[src/rtl/sd_pkg.sv]
// sd_pkg: shared constants and state encoding for the SD request arbiter
package sd_pkg;
  localparam int SECTOR_BYTES = 512;
  localparam int ADDR_W = 26;
  localparam logic OP_READ = 1'b0;
  localparam logic OP_WRITE = 1'b1;
  typedef enum logic [2:0] {IDLE, GRANT, LAUNCH, XFER, RELEASE} state_t;
endpackage

[src/rtl/rr_arbiter.sv]
// rr_arbiter: combinational round-robin picker, first request at or after ptr
module rr_arbiter #(
  parameter int N = 4,
  parameter int PW = $clog2(N)
) (
  input  logic [N-1:0]  req,
  input  logic [PW-1:0] ptr,
  output logic [N-1:0]  gnt,
  output logic [PW-1:0] idx,
  output logic          any
);
  logic [PW-1:0] j;
  always_comb begin
    idx = '0;
    any = 1'b0;
    j = '0;
    for (int i = 0; i < N; i++) begin
      j = PW'((int'(ptr) + i) % N);
      if (!any && req[j]) begin
        any = 1'b1;
        idx = j;
      end
    end
  end
  assign gnt = any ? N'(1) << idx : '0;
endmodule

[src/rtl/sd_request_arbiter.sv]
// sd_request_arbiter: round-robin sharing of one SD sector engine among NUM_REQ clients (optional watchdog: SD_ARB_TIMEOUT_EN)
module sd_request_arbiter #(
  parameter int NUM_REQ = 4,
  parameter int SECTOR_BYTES = sd_pkg::SECTOR_BYTES
`ifdef SD_ARB_TIMEOUT_EN
  , parameter int TIMEOUT_CYCLES = 2000000
`endif
) (
  input  logic                                clk,
  input  logic                                rst,
  input  logic [NUM_REQ-1:0]                  req,
  input  logic [NUM_REQ-1:0]                  req_op,
  input  logic [sd_pkg::ADDR_W*NUM_REQ-1:0]   req_sector,
  input  logic [8*NUM_REQ-1:0]                req_wdata,
  output logic [NUM_REQ-1:0]                  gnt,
  output logic [NUM_REQ-1:0]                  byte_stb,
  output logic [$clog2(SECTOR_BYTES)-1:0]     byte_index,
  output logic [7:0]                          rdata,
  output logic [NUM_REQ-1:0]                  done,
  output logic [NUM_REQ-1:0]                  err,
  output logic                                sd_op_code,
  output logic                                sd_execute,
  output logic [sd_pkg::ADDR_W-1:0]           sd_sector_address,
  output logic [7:0]                          sd_outgoing_byte,
  input  logic [7:0]                          sd_incoming_byte,
  input  logic                                sd_finished_byte,
  input  logic                                sd_finished_sector,
  input  logic                                sd_busy
);
  import sd_pkg::*;
  localparam int PW = $clog2(NUM_REQ);
  localparam int BW = $clog2(SECTOR_BYTES);
  state_t state, state_n;
  logic [PW-1:0] ptr, win, pick;
  logic [NUM_REQ-1:0] pick_oh;
  logic any;
  logic [BW:0] cnt;
  logic prev_byte, prev_sector, byte_edge, sector_edge, take, timeout;
  rr_arbiter #(.N(NUM_REQ), .PW(PW)) u_rr (.req(req), .ptr(ptr), .gnt(pick_oh), .idx(pick), .any(any));
  assign byte_edge = sd_finished_byte & ~prev_byte;
  assign sector_edge = sd_finished_sector & ~prev_sector;
  assign take = state == XFER && byte_edge && cnt < (BW+1)'(SECTOR_BYTES);
  assign sd_outgoing_byte = |gnt ? req_wdata[8*win +: 8] : 8'hFF;
`ifdef SD_ARB_TIMEOUT_EN
  localparam int TW = $clog2(TIMEOUT_CYCLES + 1);
  logic [TW-1:0] tcnt;
  assign timeout = (state == LAUNCH || state == XFER) && tcnt == TW'(TIMEOUT_CYCLES - 1);
  always_ff @(posedge clk)
    tcnt <= (rst || state_n != state || byte_edge) ? '0 : tcnt + 1'b1;
`else
  assign timeout = 1'b0;
`endif
  always_ff @(posedge clk)
    state <= rst ? IDLE : state_n;
  always_comb begin
    state_n = state;
    case (state)
      IDLE:    state_n = any ? GRANT : IDLE;
      GRANT:   state_n = LAUNCH;
      LAUNCH:  state_n = timeout ? IDLE : sd_busy ? LAUNCH : XFER;
      XFER:    state_n = timeout ? IDLE : sector_edge ? RELEASE : XFER;
      default: state_n = IDLE;
    endcase
  end
  always_ff @(posedge clk) begin
    if (rst) begin
      ptr <= '0;
      win <= '0;
      gnt <= '0;
      byte_stb <= '0;
      done <= '0;
      err <= '0;
      sd_execute <= 1'b0;
      sd_op_code <= 1'b0;
      sd_sector_address <= '0;
      byte_index <= '0;
      rdata <= '0;
      cnt <= '0;
      prev_byte <= 1'b0;
      prev_sector <= 1'b0;
    end else begin
      prev_byte <= sd_finished_byte;
      prev_sector <= sd_finished_sector;
      byte_stb <= take ? gnt : '0;
      done <= state == RELEASE ? gnt : '0;
      err <= timeout ? gnt : '0;
      sd_execute <= state == LAUNCH && !sd_busy && !timeout;
      if (state == IDLE && any) begin
        win <= pick;
        gnt <= pick_oh;
        sd_op_code <= req_op[pick];
        sd_sector_address <= req_sector[ADDR_W*pick +: ADDR_W];
        cnt <= '0;
      end
      if (take) begin
        byte_index <= cnt[BW-1:0];
        rdata <= sd_op_code == OP_READ ? sd_incoming_byte : rdata;
        cnt <= cnt + 1'b1;
      end
      if (state == RELEASE || timeout) begin
        gnt <= '0;
        ptr <= win == PW'(NUM_REQ - 1) ? '0 : win + 1'b1;
      end
    end
  end
endmodule

[config.mk]
export PLATFORM = sky130hd
export DESIGN_NAME = sd_request_arbiter
export DESIGN_NICKNAME = d
export VERILOG_FILES = /design/src/rtl/sd_pkg.sv /design/src/rtl/rr_arbiter.sv /design/src/rtl/sd_request_arbiter.sv
export SDC_FILE = /design/constraint.sdc
export NUM_CORES = 1
export LEC_CHECK = 0
export BUFFER_PORTS_ARGS = -buffer_cell sky130_fd_sc_hd__buf_4
export CORE_UTILIZATION = 34
export CTS_CLUSTER_DIAMETER = 100
export CTS_CLUSTER_SIZE = 10
export DETAILED_ROUTE_END_ITERATION = 16
export PLACE_DENSITY_LB_ADDON = 0.1
export SLEW_MARGIN = 15
export SYNTH_ARGS = -nofsm -noshare
export SYNTH_HDL_FRONTEND = slang
export SYNTH_HIERARCHICAL = 1
export SYNTH_SLANG_ARGS = --single-unit
[constraint.sdc]
create_clock -name clk -period 4.03 [get_ports clk]
set_clock_uncertainty 0.15 [all_clocks]
set_input_delay 0.2015 -clock clk [delete_from_list [all_inputs] [get_ports clk]]
set_output_delay 0.2015 -clock clk [all_outputs]
set_load 0.005 [all_outputs]
==> results of run 1 <==
## cells in the mapped netlist (all sizes together) (6+ instances only)
library cell  number  area [um^2]
a21oi             25          129
a22o              29          254
and2              10         62.6
buf               14         86.3
clkbuf            20         75.1
dfxtp             76         1520
inv                6         22.5
mux2i              8         80.1
mux4              35          788
nand2             18         67.6
nand2b            21          134
nand3             13         65.1
nor2              13         48.8
nor2b              6         37.5
nor4               7         43.8
o21ai             12         60.1
or2                8         50.1
## kinds of logic (layout without fill, tap and decap cells)
| logic type | count (synthesis) | in the layout | share of synthesized area |
|---|---|---|---|
| AND/OR/NAND/NOR | 118 | 118 | 0.177 |
| flip-flops | 76 | 76 | 0.391 |
| adder cells (fa/ha/maj) | 2 | 2 | 0.00642 |
| buffers and inverters | 40 | 255 | 0.0472 |
| multiplexers | 47 | 47 | 0.235 |
| AO/OA/AOI/OAI | 79 | 79 | 0.143 |
| other | 1 | 4 | 0.000963 |
## layer usage
metal  share of wire  vias to the layer above  track usage
met4           0.021                        0       0.0637
li1                -                     1792            -
met1            0.37                     1748        0.222
met3           0.066                       17       0.0616
met5               0                        -            0
met2            0.54                      140        0.359
## worst max-delay path, cell delays in order, from the launching register on
cell,delay [ns]
dfxtp_1,0.59
a21oi_1,0.13
a211oi_4,0.23
buf_4,0.47
mux4_2,0.57
a22o_1,0.21
## sequential cells by signal (all words and copies together) (netlist names)
register           count
state                  3
rdata                  8
win                    2
ptr                    2
byte_stb               4
byte_index             9
gnt                    4
sd_op_code             1
cnt                   10
sd_sector_address     26
prev_byte              1
prev_sector            1
done                   4
sd_execute             1
## worst max-delay path by stage
stage                       from                   end  slack, ns  depth (start not counted)
after floorplan           ptr[0]            sd_op_code       1.65                          7
after global placement    ptr[1]  sd_sector_address[6]       1.58                          5
after detailed placement  ptr[0]  sd_sector_address[2]       1.53                          6
after CTS                 ptr[0]  sd_sector_address[3]       1.50                          6
after global routing      ptr[0]  sd_sector_address[3]       1.35                          6
final                     ptr[1]  sd_sector_address[3]       1.54                          5
## final cells by class
class,count,area [um^2]
Inverter,6,22.5
Clock inverter,5,53.8
Multi-Input combinational cell,250,2240
Timing Repair Buffer,234,1780
Tap cell,140,175
Sequential cell,76,1520
Fill cell,992,4970
Clock buffer,10,229
## layout by cell type, fill, tap and decap left out, types with 2 or more instances in the layout
cell             n
buf_4          226
dfxtp_1         76
mux4_2          35
a22o_1          29
a21oi_1         23
nand2b_1        20
nand2_1         18
nand3_1         13
nor2_1          12
o21ai_0         11
and2_1          10
clkbuf_16        9
or2_2            8
mux2i_1          8
dlygate4sd3_1    8
nor4_1           6
nor2b_1          6
inv_1            6
nor3_1           4
mux2_2           4
conb_1           4
nor3b_1          3
nand4_1          3
or4_1            3
nor4b_1          3
clkinv_2         3
o31ai_1          2
a211oi_1         2
a221o_1          2
ha_1             2
a21oi_2          2
## power by group through the flow
stage          clock (W)  combinational (W)  sequential, W
2_1_floorplan          0           0.000236       0.000850
3_3_place_gp           0           0.000469       0.000869
3_5_place_dp           0           0.000479       0.000868
4_1_cts         0.000793           0.000485       0.000853
5_1_grt         0.000827           0.000520       0.000862
6_report        0.000776           0.000479       0.000854
## per-stage QoR
step,area (um^2),instances,utilization,setup WS [ns],hold slack (ns)
global placement,5650,698,0.514,1.58,0.277
finish,6010,721,0.548,1.54,0.00900
CTS,6010,721,0.547,1.50,0.00285
floorplan,3910,366,-,1.65,0.180
global route,6010,721,0.548,1.35,0.0151
detailed placement,5650,698,0.514,1.53,0.281
## what timing repair did
item / in CTS / in global routing
endpoints found under the hold margin: 8 / 0
hold buffers: 8 / 0
gates resized for setup: 0 / 0
==> results.md, run 1 <==
- Starting Density: 0.355
- Setup CP Type: flop to flop
- Die area: 11,900 um^2
- Sequential share of power: 0.405
- Tot Pwr: 0.00211 W
- GRT Overall Usage: 0.199
- Global-route wire length before repair: 18.3 mm
- Post-synth EDFFs: 0
- Clk slew on worst S/H paths: 0.06 ns
- Worst EP arrival: 2.55 ns
- Slew @ Worst Pin: 1.18 ns
- Clk Tree Root Cell: clkbuf_16
- RSZ-0062 raised after global routing: false
- WHS Endpoint: rdata[7]
- Max-slew violations: 0
- Distinct cells, synth: 46
- Fmax: 402 MHz
- Max-cap viol count: 0
- CTS Buffer Depth: 2
- Leak: 2.56 nW
- Die Wd: 109 um
- DRT iter0 DRCs: 131
- Post-route ant nets: 0
- Synth Cell Area: 3890 um^2
- Post-synthesis cell count: 363
- WL/cell: 16.2 um
- Final Cycle Share: 0.618
- Setup Buffers After CTS: 0
- Final setup violation count: 0
- Layout cells sized above 1: 0.513
- Num CTS Buffers: 9
- GRT overflow: 0
- Largest net degree at the start of global routing: 50
- Pre-Repair DR Iteration Count: 4
- Via count: 3,697
- Startpoint types: flop
- Hold Path Class: input port to flop
- Ant. Diodes: 0
- Worst-path fanout max: 28
- Placer Congestion: 0.822
- Core area: 11,000 um^2
- Reg2reg end: sd_sector_address[3]
- Syn Area/Cell: 10.7 um^2
- Pint: 0.00157 W
- Power Density: 350 nW/um^2
- Clk sinks: 76
- Seq/Total Area, Yosys: 0.391
- Flop and latch count out of synthesis: 76
- Clock Latency Late Sink: 0.33 ns
- Critical Path End Type: flop
- Synth async-reset ratio: 0
- Via density: 5.13
- Initial antenna violation count: 0
- Number of global-route vias before repair: 3,783
- R2R setup slack: 1.54 ns
- Switching portion of total power: 0.253
- VDD IR max: 0.247 mV
- Htree depth: 3
- DRC Markers: 0
- Num rows: 38
- Dpl hpwl: 9.05 mm
- Final wirelength: 11.7 mm
- Worst slew margin: 0.213
- # nets final: 736
- I/O pin cnt: 226
- Critical Path RT: 4.09 ns
- Sum Neg Setup Slack: 0 ns
- Final Critical Period: 2.49 ns
- Hold Path Cell Cnt: 3
- Final Hold Fails: 0
- Worst r2r src: ptr[1]
- IO Port Bufs: 221
- Comb power frac: 0.227
- Reg2Reg Depth: 5
- Net switching power figure: 0.000534 W
- Main synth FF type: dfxtp_1
- Clock group share of total power: 0.368
- Synth-to-layout area growth: 54.4%
- Die span in y: 109 um
- CTS tree: done
- Synth warn: 6
- Status: complete, no violations
- Hold_sp: sd_incoming_byte[7]
(Power assumes the default switching activity.)
==> inputs of run 2 (changes only) <==
==> constraint.sdc (replaced) <==
create_clock -name clk -period 2.3 [get_ports clk]
set_clock_uncertainty 0.15 [all_clocks]
set_input_delay 0.115 -clock clk [delete_from_list [all_inputs] [get_ports clk]]
set_output_delay 0.115 -clock clk [all_outputs]
set_load 0.005 [all_outputs]
==> run 2 against run 1 <==
Final area is 4.1% higher. Wire length up 0.93%. Die area unchanged. Clock power is 95% higher. Register-to-register slack worse by 1.4 ns. Via count increased by 1.0%. First-iteration DRC count is 6.9% higher. Cell count up 2.5%. Worst setup slack worse by 1.5 ns. Hold slack gained 0.048 ns. Core utilization grew 2.3 points. Highest routed layer unchanged.
==> results.md, run 2 (synthesis results as in run 1) <==
- Power Density: 620 nW/um^2
- Largest incremental delay on the critical path: 0.54 ns
- Fmax: 450 MHz
- Reg2Reg Depth: 7
- RSZ-0062 raised after global routing: false
- Layout Utilization: 0.570
- Max-slew violations: 0
- Met2 WL post-DR: 6.50 mm
- VDD IR max: 0.373 mV
- Critical Path End Type: flop
- Clk Tree Root Cell: clkbuf_16
- I/O pin cnt: 226
- Fill cells: 958
- Clk slew on worst S/H paths: 0.06 ns
- Design area: 6260 um^2
- Num rows: 38
- CP top delay family: buffers and inverters
- Metal-1 WL: 4.31 mm
- Status: complete, no violations
- CTS tree: done
- Num CTS Buffers: 9
- Number of global-route vias before repair: 3,745
- Metal3 WL: 811 um
- Startpoint types: input port
- Worst path depth: 9
- DRT iter0 DRCs: 140
- IO Port Bufs: 221
- Via density: 5.05
- Post-route ant nets: 0
- Reg2reg end: sd_op_code
- Final setup violation count: 0
- Die span in y: 109 um
- Initial antenna violation count: 0
- Final Cycle Share: 0.967
- Post-DP Area: 5730 um^2
- Pre-Repair DR Iteration Count: 4
- Htree depth: 3
- Sum Neg Setup Slack: 0 ns
- Layout cells sized above 1: 0.523
- Hold Path Cell Cnt: 3
- Multi-input gate area: 2240 um^2
- Register Area: 1520 um^2
- Most frequent cells in the layout: buf_4 (232), dfxtp_1 (76), mux4_2 (35)
- Critical Path RT: 2.38 ns
- Ant. Diodes: 0
- Worst EP arrival: 2.30 ns
- WL/cell: 16.0 um
- Die Wd: 109 um
- Slew @ Worst Pin: 0.599 ns
- Starting Density: 0.355
- Most common cell after layout, fill and taps aside: buf_4
- Dpl hpwl: 8.88 mm
- Hold_sp: req_sector[20]
- Core area: 11,000 um^2
- Slowest CP cell: dlygate4sd3_1
- DRC Markers: 0
- Top reg by flops: sd_sector_address
- Max reg flops: 26
- Worst-path fanout max: 8
- Max-cap viol count: 0
- Largest net degree at the start of global routing: 50
- Largest regs: sd_sector_address x26, cnt x10, byte_index x9
- Final Hold Fails: 0
- Clock Latency Late Sink: 0.33 ns
- Setup CP Type: input port to flop
- CP bufs+invs: 4
- GRT overflow: 0
- Leak: 2.68 nW
- CTS Buffer Depth: 2
- GRT Overall Usage: 0.201
- Place WS: 0.171 ns
- Final wirelength: 11.8 mm
- Worst r2r src: ptr[0]
- Final Critical Period: 2.22 ns
- Clk sinks: 76
- Global-route wire length before repair: 18.2 mm
- # nets final: 753
- Die area: 11,900 um^2
- WHS Endpoint: sd_sector_address[20]
- Final worst setup slack: 0.0760 ns
- R2R setup slack: 0.15 ns
- Worst slew margin: 0.597
- Uppermost routed layer: met4
- Crit-path cells: dlygate4sd3_1 > buf_4 > nand2b_1 > a21oi_1 > a211oi_4 > buf_6 > clkbuf_16 > mux4_2 > a22o_1
- Placer Congestion: 0.814
- Synth-to-layout area growth: 60.8%
- Via count: 3,734
- Hold Path Class: input port to flop
-- run 2: worst max-delay path by stage --
stage / start / endpoint / slack, ns
floorplan: ptr[0] / sd_op_code / 0.01
global placement: ptr[0] / sd_op_code / 0.19
detailed placement: ptr[0] / sd_op_code / 0.17
CTS: req[2] / sd_op_code / 0.03
global route: req[2] / sd_sector_address[25] / 0.0003
finish: req[2] / sd_op_code / 0.08
-- run 2: report_power, final --
group | switching (W) | internal, W
clock network | 0.000531 | 0.000974
logic | 0.000336 | 0.000558
registers | 0.0000754 | 0.00141
total | 0.000942 | 0.00294
-- run 2: metrics by stage --
stage | power, W | hold WS (ns) | instances
CTS | 0.00390 | 0.0308 | 734
floorplan | 0.00190 | 0.0932 | 366
detailed placement | 0.00237 | 0.199 | 706
finish | 0.00388 | 0.0571 | 739
global placement | 0.00236 | 0.192 | 706
global route | 0.00407 | 0.0497 | 739
-- run 2: final cells by class --
type                            instances  area share
Sequential cell                        76       0.243
Timing Repair Buffer                  251       0.317
Tap cell                              140      0.0280
Multi-Input combinational cell        250       0.358
Clock inverter                          5      0.0120
Inverter                                6     0.00360
Clock buffer                           11      0.0388
-- run 2: metal layers --
| layer | vias up | global-route usage |
|---|---|---|
| li1 | 1839 | - |
| met1 | 1752 | 0.217 |
| met2 | 128 | 0.363 |
| met3 | 15 | 0.0574 |
| met4 | 0 | 0.0859 |
| met5 | - | 0 |
-- run 2: worst register-to-register path, stage by stage (launching register included) --
cell	delay, ns
dfxtp_1	0.33
nand2b_2	0.16
a21oi_1	0.11
a211oi_4	0.27
buf_6	0.16
clkbuf_16	0.16
mux4_2	0.51
a22o_1	0.20
-- run 2: what timing repair did --
action,CTS,global route
resized for setup,0,4
buffers inserted,0,2
endpoints found under the hold margin,15,0
hold buffers,12,0
setup endpoints to repair,0,28
